## src/rtl/dbf_rx_seq_if.sv

```systemverilog
// rtl/dbf_rx_seq_if.sv - control/status bundle between the line sequencer and its requester
// Optional: DBF_LINE_CNT_EN adds the line_cnt status field.
interface dbf_rx_seq_if #(
  parameter int ADDR_WD = 8
);
  logic               line_req;
  logic               abort;
  logic               tx_en;
  logic               start;
  logic [ADDR_WD-1:0] dbf_lut_addr;
  logic               dbf_lut_we;
  logic               busy;
  logic               line_done;
`ifdef DBF_LINE_CNT_EN
  logic [15:0]        line_cnt;

  // Requester side: issues line requests/aborts, observes the sequencer.
  modport master (
    output line_req, abort,
    input  tx_en, start, dbf_lut_addr, dbf_lut_we, busy, line_done, line_cnt
  );

  // Sequencer side.
  modport slave (
    input  line_req, abort,
    output tx_en, start, dbf_lut_addr, dbf_lut_we, busy, line_done, line_cnt
  );
`else
  // Requester side: issues line requests/aborts, observes the sequencer.
  modport master (
    output line_req, abort,
    input  tx_en, start, dbf_lut_addr, dbf_lut_we, busy, line_done
  );

  // Sequencer side.
  modport slave (
    input  line_req, abort,
    output tx_en, start, dbf_lut_addr, dbf_lut_we, busy, line_done
  );
`endif
endinterface

```

## src/rtl/dbf_rx_seq.sv

```systemverilog
// rtl/dbf_rx_seq.sv - per-scan-line TX / dead-time / RX zone sequencer for the DBF channel array
// Optional: DBF_LINE_CNT_EN adds a 16-bit completed-line counter (line_cnt).
module dbf_rx_seq #(
  parameter int ADDR_WD     = 8,
  parameter int TX_CYCLES   = 64,
  parameter int DEAD_CYCLES = 16,
  parameter int ZONE_LEN    = 128,
  parameter int NUM_ZONES   = 32,
  parameter int CNT_WD      = 16
) (
  input  logic          clk,
  input  logic          rst_n,   // synchronous, active-high despite the name
  dbf_rx_seq_if.slave   bus
);

  typedef enum logic [2:0] {
    S_IDLE = 3'd0,
    S_TX   = 3'd1,
    S_DEAD = 3'd2,
    S_RX   = 3'd3,
    S_DONE = 3'd4
  } state_t;

  // Terminal counts: the counter runs 0..LEN-1 inside each phase/zone.
  localparam logic [CNT_WD-1:0]  TX_LAST   = CNT_WD'(TX_CYCLES - 1);
  localparam logic [CNT_WD-1:0]  DEAD_LAST = CNT_WD'(DEAD_CYCLES - 1);
  localparam logic [CNT_WD-1:0]  ZONE_LAST = CNT_WD'(ZONE_LEN - 1);
  localparam logic [CNT_WD-1:0]  CNT_ONE   = CNT_WD'(1);
  // Last zone may be all-ones when NUM_ZONES == 2**ADDR_WD; the zone index
  // is compared against it before incrementing, so it never wraps in-line.
  localparam logic [ADDR_WD-1:0] LAST_ZONE = ADDR_WD'(NUM_ZONES - 1);
  localparam logic [ADDR_WD-1:0] ZONE_ONE  = ADDR_WD'(1);

  state_t             state_q, state_d;
  logic [CNT_WD-1:0]  cnt_q, cnt_d;
  logic [ADDR_WD-1:0] zone_q, zone_d;

  logic               tx_en_q, tx_en_d;
  logic               start_q, start_d;
  logic [ADDR_WD-1:0] addr_q, addr_d;
  logic               we_q, we_d;
  logic               busy_q, busy_d;
  logic               done_q, done_d;

  // Next-state, counter/zone reload and registered-output computation.
  always_comb begin
    state_d = state_q;
    cnt_d   = cnt_q;
    zone_d  = zone_q;
    we_d    = 1'b0;

    case (state_q)
      S_IDLE: begin
        // abort in the same cycle as line_req suppresses the line.
        if (bus.line_req && !bus.abort) begin
          state_d = S_TX;
          cnt_d   = '0;
        end
      end

      S_TX: begin
        if (bus.abort) begin
          state_d = S_IDLE;
          cnt_d   = '0;
        end else if (cnt_q == TX_LAST) begin
          state_d = S_DEAD;
          cnt_d   = '0;
        end else begin
          cnt_d = cnt_q + CNT_ONE;
        end
      end

      S_DEAD: begin
        if (bus.abort) begin
          state_d = S_IDLE;
          cnt_d   = '0;
        end else if (cnt_q == DEAD_LAST) begin
          // Entering zone 0: strobe the LUT write on the same edge as the address.
          state_d = S_RX;
          cnt_d   = '0;
          zone_d  = '0;
          we_d    = 1'b1;
        end else begin
          cnt_d = cnt_q + CNT_ONE;
        end
      end

      S_RX: begin
        if (bus.abort) begin
          state_d = S_IDLE;
          cnt_d   = '0;
          zone_d  = '0;
        end else if (cnt_q == ZONE_LAST) begin
          cnt_d = '0;
          if (zone_q == LAST_ZONE) begin
            state_d = S_DONE;
            zone_d  = '0;
          end else begin
            zone_d = zone_q + ZONE_ONE;
            we_d   = 1'b1;
          end
        end else begin
          cnt_d = cnt_q + CNT_ONE;
        end
      end

      S_DONE: begin
        // Single-cycle completion state; line_req here is dropped.
        state_d = S_IDLE;
        cnt_d   = '0;
      end

      default: begin
        state_d = S_IDLE;
        cnt_d   = '0;
        zone_d  = '0;
      end
    endcase

    // Outputs are decoded from the next state so they register on the same
    // edge as the state change; abort lands everything at reset values.
    tx_en_d = (state_d == S_TX);
    start_d = (state_d == S_RX);
    addr_d  = (state_d == S_RX) ? zone_d : '0;
    busy_d  = (state_d != S_IDLE);
    done_d  = (state_d == S_DONE);
  end

  // State, counter and output registers with synchronous reset.
  always_ff @(posedge clk) begin
    if (rst_n) begin
      state_q <= S_IDLE;
      cnt_q   <= '0;
      zone_q  <= '0;
      tx_en_q <= 1'b0;
      start_q <= 1'b0;
      addr_q  <= '0;
      we_q    <= 1'b0;
      busy_q  <= 1'b0;
      done_q  <= 1'b0;
    end else begin
      state_q <= state_d;
      cnt_q   <= cnt_d;
      zone_q  <= zone_d;
      tx_en_q <= tx_en_d;
      start_q <= start_d;
      addr_q  <= addr_d;
      we_q    <= we_d;
      busy_q  <= busy_d;
      done_q  <= done_d;
    end
  end

  assign bus.tx_en        = tx_en_q;
  assign bus.start        = start_q;
  assign bus.dbf_lut_addr = addr_q;
  assign bus.dbf_lut_we   = we_q;
  assign bus.busy         = busy_q;
  assign bus.line_done    = done_q;

`ifdef DBF_LINE_CNT_EN
  logic [15:0] line_cnt_q, line_cnt_d;

  // Completed-line count: advances with the line_done pulse, wraps naturally.
  always_comb begin
    line_cnt_d = line_cnt_q;
    if (done_d) begin
      line_cnt_d = line_cnt_q + 16'd1;
    end
  end

  // Line counter register.
  always_ff @(posedge clk) begin
    if (rst_n) begin
      line_cnt_q <= '0;
    end else begin
      line_cnt_q <= line_cnt_d;
    end
  end

  assign bus.line_cnt = line_cnt_q;
`endif

endmodule

```

## src/flat_wrapper.sv

```systemverilog
// flat-port wrapper written by rule: the top's interface ports become plain ports
module dbf_rx_seq_flat 
#(
  parameter int ADDR_WD     = 8,
  parameter int TX_CYCLES   = 64,
  parameter int DEAD_CYCLES = 16,
  parameter int ZONE_LEN    = 128,
  parameter int NUM_ZONES   = 32,
  parameter int CNT_WD      = 16
)
  (clk, rst_n, bus_line_req, bus_abort, bus_tx_en, bus_start, bus_dbf_lut_addr, bus_dbf_lut_we, bus_busy, bus_line_done);
  dbf_rx_seq_if #(.ADDR_WD(ADDR_WD)) bus_i ();
  input  logic clk;
  input  logic rst_n;
  input wire logic [$bits(bus_i.line_req)-1:0] bus_line_req;
  input wire logic [$bits(bus_i.abort)-1:0] bus_abort;
  output wire logic [$bits(bus_i.tx_en)-1:0] bus_tx_en;
  output wire logic [$bits(bus_i.start)-1:0] bus_start;
  output wire logic [$bits(bus_i.dbf_lut_addr)-1:0] bus_dbf_lut_addr;
  output wire logic [$bits(bus_i.dbf_lut_we)-1:0] bus_dbf_lut_we;
  output wire logic [$bits(bus_i.busy)-1:0] bus_busy;
  output wire logic [$bits(bus_i.line_done)-1:0] bus_line_done;
  assign bus_i.line_req = bus_line_req;
  assign bus_i.abort = bus_abort;
  assign bus_tx_en = bus_i.tx_en;
  assign bus_start = bus_i.start;
  assign bus_dbf_lut_addr = bus_i.dbf_lut_addr;
  assign bus_dbf_lut_we = bus_i.dbf_lut_we;
  assign bus_busy = bus_i.busy;
  assign bus_line_done = bus_i.line_done;
  dbf_rx_seq #(.ADDR_WD(ADDR_WD), .TX_CYCLES(TX_CYCLES), .DEAD_CYCLES(DEAD_CYCLES), .ZONE_LEN(ZONE_LEN), .NUM_ZONES(NUM_ZONES), .CNT_WD(CNT_WD)) u_core (.clk(clk), .rst_n(rst_n), .bus(bus_i));
endmodule
```

## config.mk

```make
export PLATFORM = sky130hd
export DESIGN_NAME = dbf_rx_seq_flat
export DESIGN_NICKNAME = d
export VERILOG_FILES = /design/src/rtl/dbf_rx_seq_if.sv /design/src/rtl/dbf_rx_seq.sv /design/src/flat_wrapper.sv
export SDC_FILE = /design/constraint.sdc
export NUM_CORES = 1
export LEC_CHECK = 0
export ABC_AREA = 1
export BUFFER_PORTS_ARGS = -buffer_cell sky130_fd_sc_hd__clkbuf_2
export CORE_UTILIZATION = 55
export CTS_BUF_LIST = sky130_fd_sc_hd__clkbuf_16
export DETAILED_ROUTE_END_ITERATION = 16
export PLACE_DENSITY = 0.74
export SETUP_SLACK_MARGIN = 0.4
export SYNTH_ARGS = -nofsm -noshare
export SYNTH_HDL_FRONTEND = slang
export SYNTH_SLANG_ARGS = --single-unit
```

## constraint.sdc

```tcl
create_clock -name clk -period 2.38 [get_ports clk]
set_clock_uncertainty 0.15 [all_clocks]
set_input_delay 0.476 -clock clk [delete_from_list [all_inputs] [get_ports clk]]
set_output_delay 0.476 -clock clk [all_outputs]
set_load 0.01 [all_outputs]
```

==> out/metrics.yaml, run 1 <==
status: "completed"
pre_cts_ws_ns: 0.3865
r2r_end: "u_core.zone_q[1]$_SDFF_PP0_"
critPathMaxStageDelay_ns: 0.37
worstPathCellList: "ha_2 -> nand3_4 -> nor2_2 -> nand2_2 -> a21oi_4 -> nand2_1 -> a21oi_1 -> nor2_1"
cts-root-buf: "clkbuf_16"
total_power_mw: 1.378
path_clk_slew_ns: 0.06
worst_setup_path_end_kind: "flop"
ant_nets: 0
relSlewSlack_pct: 71.78
power.share.clock_pct: 46.5
grt_pass1_vias: 1676
critPathSlowestCell: "dfxtp_1"
grt_max_degree: 15
synth-edff-count: 0
p_comb_share_pct: 4.2
p_switching_uw: 307.4
routed_wl_mm: 4.283
hold_path_depth: 2
area_growth_pct: 12.82
final_common_cell: "nand2_1"
drt-initial-drc-count: 120
numPortBuffers: 16
clk_path_buf_depth: 2
fin_ws_ns: 0.5455
synth.largest_area_cell: "dfxtp_1"
cts.sinks: 40
path_class: "flop to flop"
ys.warnings.count: 0
p_int_mw: 1.071
rsz0062_at_grt: "yes"
ys_types: 37
dpl.hpwl_mm: 3.096
clk_latency_ns: 0.28
leakage_nw: 1.015
cp_top_family: "simple AND/OR/NAND/NOR gates"
async_flop_share_pct: 0
htreeDepth: 2
hold_viol: 0
seqPwrFrac_pct: 49.3
path_buf_inv: 0
slew_viol_final: 0
ctsResizeCount: 0
path_max_fanout: 7
synth_ff_type: "dfxtp_1"
n_antenna_cell: 0
cp.arrival_ns: 1.84
num_vias: 1880
dieArea_um2: 4193
fin_hold_ws_ns: 0.3500
num_rows: 22
via_per_inst: 5.165
synth.net_count: 301
grt_pass1_wl_mm: 7.534
synth_area_per_cell_um2: 7.342
holdBufCountCts: 0
r2r_cells: 8
tightestPinTransition_ns: 0.4228
cp_data_required_time_ns: 2.39
ys_seq_area_share_pct: 36.97
gp_congestion: 0.8892
cts_buffers: 5
ys_ff_latch: 40
syn_area_um2: 2166
grt_overflow: 0
swShare_pct: 22.30
netlist_instances: 295
drc: 0
power_density_nw_per_um2: 564.0
routedWlPerCell_um: 11.77
die_h_um: 64.75
whs_endpoint: "u_core.cnt_q[0]$_SDFFE_PP0P_"
setup_violations: 0
maxCapViolations: 0
fin_crit_ns: 1.834
holdCritPathClass: "flop to flop"
core_um2: 3716
synth_top_area_share_pct: 36.97
start_util_pct: 58.28
ys_top_cells_by_area: "dfxtp_1 37%, nand2_1 11%, nor2_1 6.8%, inv_1 5.5%, nand3_1 4.4%"
fin_setup_tns_ns: 0
reg2reg_slack_ns: 0.55
hp-start: "u_core.cnt_q[0]$_SDFFE_PP0P_"
die-width_um: 64.75
fmax_mhz: 545.1
fin_crit_sh_pct: 77.08
ir_drop_v: 0.0003277
reg2reg_from: "u_core.cnt_q[1]$_SDFFE_PP0P_"
drive_gt1_share_pct: 23.10
nets: 321
grt_usage_pct: 23.55
antenna_found_initial: 0
final_cell_mix: "63 x nand2_1, 39 x dfxtp_1, 38 x nor2_1"
pin_count: 17
cts_tree: "yes"
cts_setup_buffers: 0
drtPass1Iterations: 4
cp-start-kind: "flop"
==> area by class of cell <==
| cell class | instances | area (um2) |
|---|---|---|
| timing repair buffer | 16 | 80.08 |
| multi-input combinational | 211 | 1201 |
| tap | 48 | 60.06 |
| inverter | 41 | 161.4 |
| clock inverter | 3 | 13.76 |
| clock buffer | 5 | 125.1 |
| sequential | 40 | 802.0 |
| fill | 327 | 1272 |
==> worst max-delay path by stage <==
stage,from,to,slack [ns],depth (start not counted)
after floorplan,u_core.cnt_q[0]$_SDFFE_PP0P_,u_core.cnt_q[11]$_SDFFE_PP0P_,0.66,9
after global placement,bus_abort,u_core.cnt_q[12]$_SDFFE_PP0P_,0.45,8
after detailed placement,bus_abort,u_core.cnt_q[12]$_SDFFE_PP0P_,0.39,8
after CTS,u_core.cnt_q[0]$_SDFFE_PP0P_,u_core.zone_q[1]$_SDFF_PP0_,0.44,8
after global routing,u_core.cnt_q[1]$_SDFFE_PP0P_,u_core.zone_q[1]$_SDFF_PP0_,0.38,8
final,u_core.cnt_q[1]$_SDFFE_PP0P_,u_core.zone_q[1]$_SDFF_PP0_,0.55,8
==> stage by stage <==
stage,instance area (um2),utilization (%),std cells
floorplan,2166,-,295
global placement,2275,61.21,356
detailed placement,2275,61.21,356
CTS,2414,64.95,364
global route,2444,65.76,364
finish,2444,65.76,364
==> tightest hold or removal path: stages (launching register included) <==
cell and delay (ns):
dfxtp_2 0.34, nand2_1 0.07, a21oi_1 0.05
==> kinds of logic after synthesis <==
logic type | Yosys count | share of synthesized area [%]
DFF | 40 | 36.97
adders and majority gates | 2 | 1.155
and+or+nand+nor | 176 | 42.87
AOI/OAI and AO/OA | 27 | 7.684
xor gates and xnor gates | 6 | 2.426
buffers and inverters | 44 | 8.897
==> cells in the mapped netlist (2+ instances only) <==
library cell and instances:
nand3_2 3, nand2_2 5, nor2_2 9, xor2_1 5, o21ai_0 9, nand2_4 5, nand2_1 63, a21oi_1 6
nor2_4 8, inv_1 32, nor3_1 4, ha_1 2, inv_2 7, nor3_2 2, nand4_1 13, o211ai_1 3
nand3_1 19, dfxtp_1 40, nor2_1 39, o21ai_1 4
==> sequential cells by signal, summed over array words and instances, names as in the netlist <==
name	cells
u_core.cnt_q	16
u_core.bus.busy	1
u_core.state_q	3
u_core.bus.tx_en	1
u_core.bus.start	1
u_core.zone_q	8
u_core.bus.dbf_lut_addr	8
u_core.bus.line_done	1
u_core.bus.dbf_lut_we	1
==> metal layers <==
layer,vias up,wire [um],part of all wire [%],GRT usage [%]
li1,987,-,-,-
met1,856,2031,47,28.46
met2,33,2055,48,40.10
met3,4,133,3.1,5.282
met4,0,63,1.5,9.167
met5,-,0,0,0
==> power by group through the flow <==
stage	clock, mW	combinational, mW	sequential (mW)
floorplan	0	0.0465	0.694
global route	0.680	0.0634	0.679
CTS	0.642	0.0538	0.679
global placement	0	0.0528	0.693
finish	0.641	0.0580	0.679
detailed placement	0	0.0535	0.693
Note: power is estimated with default switching activity, not from simulation.
==> run 2, diff against run 1 <==
Clock period 2.38 ns to 1.85 ns, I/O delays scaled along.
==> run 2 against run 1 <==
  * Clock power increased by 30%
  * Sequential cell count is the same
  * Critical path type unchanged
  * Sequential share of layout area shrank 4.5 points
  * Wire length increased by 34%
  * Via count increased by 14%
  * Largest power group unchanged
==> out/metrics.yaml, run 2 (synthesis gave the netlist of run 1 again) <==
numPortBuffers: 16  # unchanged
dpl.hpwl_mm: 3.310  # +6.9%
nets: 343  # +6.9%
clk_path_buf_depth: 2  # unchanged
tightestPinTransition_ns: 0.6883  # +0.2655 ns
crit_end: "u_core.bus.busy$_SDFF_PP0_"
reg2reg_slack_ns: 0.06  # -0.49 ns
power_density_nw_per_um2: 618.1  # +9.6%
hold_viol: 0  # unchanged
routedWlPerCell_um: 14.91  # +27%
final_common_cell: "nand2_1"
die_h_um: 64.75  # unchanged
grt_pass1_vias: 1922  # +15%
grt_pass1_wl_mm: 8.549  # +13%
gp_congestion: 0.8981  # +1.0%
htreeDepth: 2  # unchanged
antenna_found_initial: 0  # unchanged
hold_path_depth: 3  # +1
reg2reg_from: "u_core.zone_q[5]$_SDFF_PP0_"
path_max_fanout: 7  # unchanged
pin_count: 17  # unchanged
cts_tree: "yes"
fin_crit_sh_pct: 96.96  # +20 points
num_rows: 22  # unchanged
cts_buffers: 5  # unchanged
clk_latency_ns: 0.29  # about the same
setup_violations: 0  # unchanged
pre_cts_ws_ns: 0.04193  # -0.3446 ns
fmax_mhz: 557.5  # +2.3%
path_class: "flop to flop"
r2r_end: "u_core.bus.busy$_SDFF_PP0_"
ant_nets: 0  # unchanged
finalCoreUtilization_pct: 78.92  # +13 points
holdCritPathClass: "primary input to flop"
fin_crit_ns: 1.794  # -0.04071 ns
dieArea_um2: 4193  # unchanged
grt_overflow: 0  # unchanged
maxCapViolations: 0  # unchanged
fin_ws_ns: 0.05622  # -0.4893 ns
cp.arrival_ns: 1.81  # -0.03 ns
drt-initial-drc-count: 214  # +78%
n_antenna_cell: 0  # unchanged
top_register: "u_core.cnt_q"
drtPass1Iterations: 5  # +1
dp_cells: 365  # +2.5%
ir_drop_v: 0.0004892  # +49%
relSlewSlack_pct: 54.07  # -18 points
drive_gt1_share_pct: 46.45  # +23 points
cts.sinks: 40  # unchanged
start_util_pct: 58.28  # unchanged
worst_setup_path_end_kind: "flop"
die-width_um: 64.75  # unchanged
via_per_inst: 5.560  # +7.6%
grt_usage_pct: 26.72  # +3.2 points
cp-start-kind: "flop"
rsz0062_at_grt: "yes"
area_growth_pct: 35.41
slew_viol_final: 0  # unchanged
final_cell_mix: "49 x nand2_1, 30 x inv_1, 26 x nor2_1"
final_cell_count_no_fill: 386  # +6.0%
grt_max_degree: 13  # -2
drc: 0  # unchanged
routed_wl_mm: 5.755  # +34%
core_um2: 3716  # unchanged
setup.worst_path.start: "u_core.zone_q[5]$_SDFF_PP0_"
largest_reg_flops: 16  # unchanged
status: "completed"
r2r_cells: 8  # unchanged
num_vias: 2146  # +14%
cts-root-buf: "clkbuf_16"
total_power_mw: 1.813  # +32%
leakage_nw: 1.206  # +19%
cp_data_required_time_ns: 1.86  # -0.53 ns
path_clk_slew_ns: 0.06  # about the same
[run 2: cell types whose count changed in the layout (fill, tap and decap cells not counted), sizes merged]
cell   delta
buf      +21
nand2     +1
[run 2: stage by stage]
| step | hold slack, ns | area [um2] | TNS (ns) |
|---|---|---|---|
| 5_1_grt | 0.3210 | 2933 | -0.2128 |
| 3_3_place_gp | 0.3331 | 2397 | 0 |
| 6_report | 0.2966 | 2933 | 0 |
| 4_1_cts | 0.2940 | 2761 | 0 |
| 3_5_place_dp | 0.3427 | 2397 | 0 |
| 2_1_floorplan | 0.3233 | 2221 | 0 |
[run 2: routing by layer]
layer  track usage (%)  part of all wire [%]  vias to the layer above
met4             13.89                   2.0                        0
met1             36.24                    44                      999
met5                 0                     0                        -
met2             38.80                    47                       97
li1                  -                     -                     1035
met3             6.514                   6.8                       15
[run 2: worst min path at each step]
stage,start,end
after floorplan,u_core.cnt_q[1]$_SDFFE_PP0P_,u_core.cnt_q[1]$_SDFFE_PP0P_
after global placement,u_core.cnt_q[1]$_SDFFE_PP0P_,u_core.cnt_q[1]$_SDFFE_PP0P_
after detailed placement,u_core.cnt_q[1]$_SDFFE_PP0P_,u_core.cnt_q[1]$_SDFFE_PP0P_
after CTS,rst_n,u_core.cnt_q[9]$_SDFFE_PP0P_
after global routing,rst_n,u_core.cnt_q[9]$_SDFFE_PP0P_
final,rst_n,u_core.zone_q[1]$_SDFF_PP0_
[run 2: area by class of cell]
| type | instances | area (um2) |
|---|---|---|
| clock buffer | 5 | 125.1 |
| clock inverter | 3 | 13.76 |
| fill | 243 | 783.3 |
| inverter | 41 | 168.9 |
| multi-input combinational | 212 | 1485 |
| sequential | 40 | 830.8 |
| tap | 48 | 60.06 |
| timing repair buffer | 37 | 249.0 |
[run 2: repair_timing]
action                                  4_1_cts  5_1_grt
buffers inserted                             11        1
endpoints found under the setup margin       40       40
hold endpoints to repair                      0        0
hold buffers                                  0        0
pin swaps                                    26       31
gates cloned                                  1        0
gates resized for setup                      42       41
[run 2: critical path, cell delays in order, from the launching register on]
cell	delay (ns)
dfxtp_1	0.39
nor3_1	0.39
nand2_2	0.16
inv_2	0.14
nand2_8	0.07
nand2_8	0.08
nand2_4	0.06
o21ai_4	0.13
nand3_1	0.09
[run 2: report_power, final]
group | total [mW] | leakage, nW | internal [mW] | switching [mW]
Clock | 0.833 | 0.0710 | 0.490 | 0.343
Sequential | 0.869 | 0.332 | 0.863 | 0.00576
Combinational | 0.111 | 0.803 | 0.0378 | 0.0731
Total | 1.81 | 1.21 | 1.39 | 0.422
==> run 3, diff against run 2 <==
Settings changed: RECOVER_POWER set to 50.
==> run 3 against run 2 <==
  * Design area fell by 1.2%
  * Critical path depth unchanged
  * Combinational power about the same
  * Largest power group unchanged
  * Core utilization shrank 0.91 points
  * Highest routed layer unchanged
  * Sequential share of layout area rose by 0.33 points
  * Die area did not move
  * Total power is 0.27% lower
  * Wire length rose by 0.35%
==> out/metrics.yaml, run 3 (synthesis gave the netlist of run 1 again) <==
drt-initial-drc-count: 182  # -15%
relSlewSlack_pct: 54.29  # +0.22 points
leakage_nw: 1.156  # -4.1%
multiInputGateArea_um2: 1475  # -0.67%
grt_pass1_wl_mm: 8.549  # unchanged
critPathMaxStageDelay_ns: 0.40  # about the same
reg2reg_from: "u_core.zone_q[5]$_SDFF_PP0_"
holdCritPathClass: "primary input to flop"
path_class: "flop to flop"
n_antenna_cell: 0  # unchanged
worst_setup_path_end_kind: "flop"
antenna_found_initial: 0  # unchanged
r2r_end: "u_core.bus.busy$_SDFF_PP0_"
dpl.hpwl_mm: 3.310  # unchanged
die_h_um: 64.75  # unchanged
drtPass1Iterations: 5  # unchanged
cts_buffers: 5  # unchanged
fin_crit_ns: 1.798  # +0.004475 ns
cp-start-kind: "flop"
drive_gt1_share_pct: 42.01  # -4.4 points
ir_drop_v: 0.0004892  # about the same
crit_end: "u_core.bus.busy$_SDFF_PP0_"
cp.arrival_ns: 1.81  # about the same
die-width_um: 64.75  # unchanged
cts.sinks: 40  # unchanged
nets: 343  # unchanged
cts-root-buf: "clkbuf_16"
grt_overflow: 0  # unchanged
cp_data_required_time_ns: 1.86  # about the same
via_per_inst: 5.598  # +0.70%
reg2reg_slack_ns: 0.05  # about the same
r2r_cells: 8  # unchanged
path_buf_inv: 1  # unchanged
htreeDepth: 2  # unchanged
cpMostUsedCell: "nand2_8"
fin_ws_ns: 0.05175  # -0.004475 ns
pin_count: 17  # unchanged
routed_wl_mm: 5.775  # +0.35%
cp_top_family: "simple AND/OR/NAND/NOR gates"
grt_pass1_vias: 1922  # unchanged
final_common_cell: "nand2_1"
setup_violations: 0  # unchanged
tightestPinTransition_ns: 0.6849  # -0.003324 ns
total_power_mw: 1.808  # -0.27%
seq_area_um2: 830.8  # unchanged
cp_num_cells: 8  # unchanged
gp_congestion: 0.8981  # unchanged
fin_setup_tns_ns: 0  # unchanged
drc: 0  # unchanged
cts_tree: "yes"
routedWlPerCell_um: 14.96  # +0.35%
power_density_nw_per_um2: 623.6  # +0.89%
path_max_fanout: 7  # unchanged
grt_usage_pct: 26.72  # unchanged
finalCoreUtilization_pct: 78.01  # -0.91 points
status: "completed"
final_cell_mix: "49 x nand2_1, 30 x inv_1, 27 x nor2_1"
clk_latency_ns: 0.29  # about the same
top_register: "u_core.cnt_q"
largest_reg_flops: 16  # unchanged
dieArea_um2: 4193  # unchanged
core_um2: 3716  # unchanged
num_vias: 2161  # +0.70%
start_util_pct: 58.28  # unchanged
setup.worst_path.start: "u_core.zone_q[5]$_SDFF_PP0_"
worstPathCellList: "nor3_1 -> nand2_2 -> inv_2 -> nand2_8 -> nand2_8 -> nand2_4 -> o21ai_4 -> nand3_1"
rsz0062_at_grt: "yes"
num_rows: 22  # unchanged
numPortBuffers: 16  # unchanged
n_fill_cell: 256  # +5.3%
area_growth_pct: 33.85
pre_cts_ws_ns: 0.04193  # unchanged
clk_path_buf_depth: 2  # unchanged
ant_nets: 0  # unchanged
hold_viol: 0  # unchanged
slew_viol_final: 0  # unchanged
grt_max_degree: 13  # unchanged
fin_crit_sh_pct: 97.20  # +0.24 points
fmax_mhz: 556.1  # -0.25%
critPathSlowestCell: "nor3_1"
holdBufCountCts: 0  # unchanged
path_clk_slew_ns: 0.06  # about the same
maxCapViolations: 0  # unchanged
==> run 3: cell types whose count changed in the layout (fill, tap and decap cells not counted) <==
cell	delta
a21oi_2	+1
clkbuf_1	+14
nor2_1	+1
buf_6	-1
a21oi_4	-1
nor2_2	-1
clkbuf_2	-13
==> run 3: worst min-delay path: cells and delay by family <==
kind | cells | cell delay (ns)
buffers and inverters | 2 | 0.26
AND/OR/NAND/NOR | 1 | 0.05
==> run 3: worst min path at each step <==
stage | start | endpoint | slack [ns] | cells after the start
2_1_floorplan | u_core.cnt_q[1]$_SDFFE_PP0P_ | u_core.cnt_q[1]$_SDFFE_PP0P_ | 0.32 | 2
3_3_place_gp | u_core.cnt_q[1]$_SDFFE_PP0P_ | u_core.cnt_q[1]$_SDFFE_PP0P_ | 0.33 | 2
3_5_place_dp | u_core.cnt_q[1]$_SDFFE_PP0P_ | u_core.cnt_q[1]$_SDFFE_PP0P_ | 0.34 | 2
4_1_cts | rst_n | u_core.cnt_q[9]$_SDFFE_PP0P_ | 0.29 | 3
5_1_grt | rst_n | u_core.cnt_q[9]$_SDFFE_PP0P_ | 0.31 | 3
6_report | rst_n | u_core.zone_q[1]$_SDFF_PP0_ | 0.29 | 3
==> run 3: what timing repair did <==
item,CTS,global route
resized for setup,42,41
endpoints found under the setup margin,40,40
setup buffers,11,1
cloned,1,0
pin swaps,26,31
==> run 3: stage by stage <==
| step | cell area (um2) | hold slack (ns) | std cells |
|---|---|---|---|
| after floorplan | 2221 | 0.3233 | 295 |
| after global placement | 2397 | 0.3331 | 365 |
| after detailed placement | 2397 | 0.3427 | 365 |
| after CTS | 2761 | 0.2940 | 385 |
| after global routing | 2899 | 0.3144 | 386 |
| final | 2899 | 0.2889 | 386 |
==> run 3: layout make-up <==
cell class,count,area share [%]
Timing Repair Buffer,37,7.769
Multi-Input combinational cell,212,50.88
Sequential cell,40,28.66
Inverter,41,5.827
Clock buffer,5,4.316
Tap cell,48,2.072
Clock inverter,3,0.4748
==> run 3: power breakdown <==
part | total [mW] | switching, mW | internal (mW)
Clock | 0.829 | 0.339 | 0.489
Combinational | 0.110 | 0.0729 | 0.0372
Sequential | 0.869 | 0.00581 | 0.863
==> run 3: metal layers <==
metal | global-route usage (%) | share of wire, %
met1 | 36.24 | 44
met2 | 38.80 | 47
met3 | 6.514 | 6.5
met4 | 13.89 | 2.3
met5 | 0 | 0
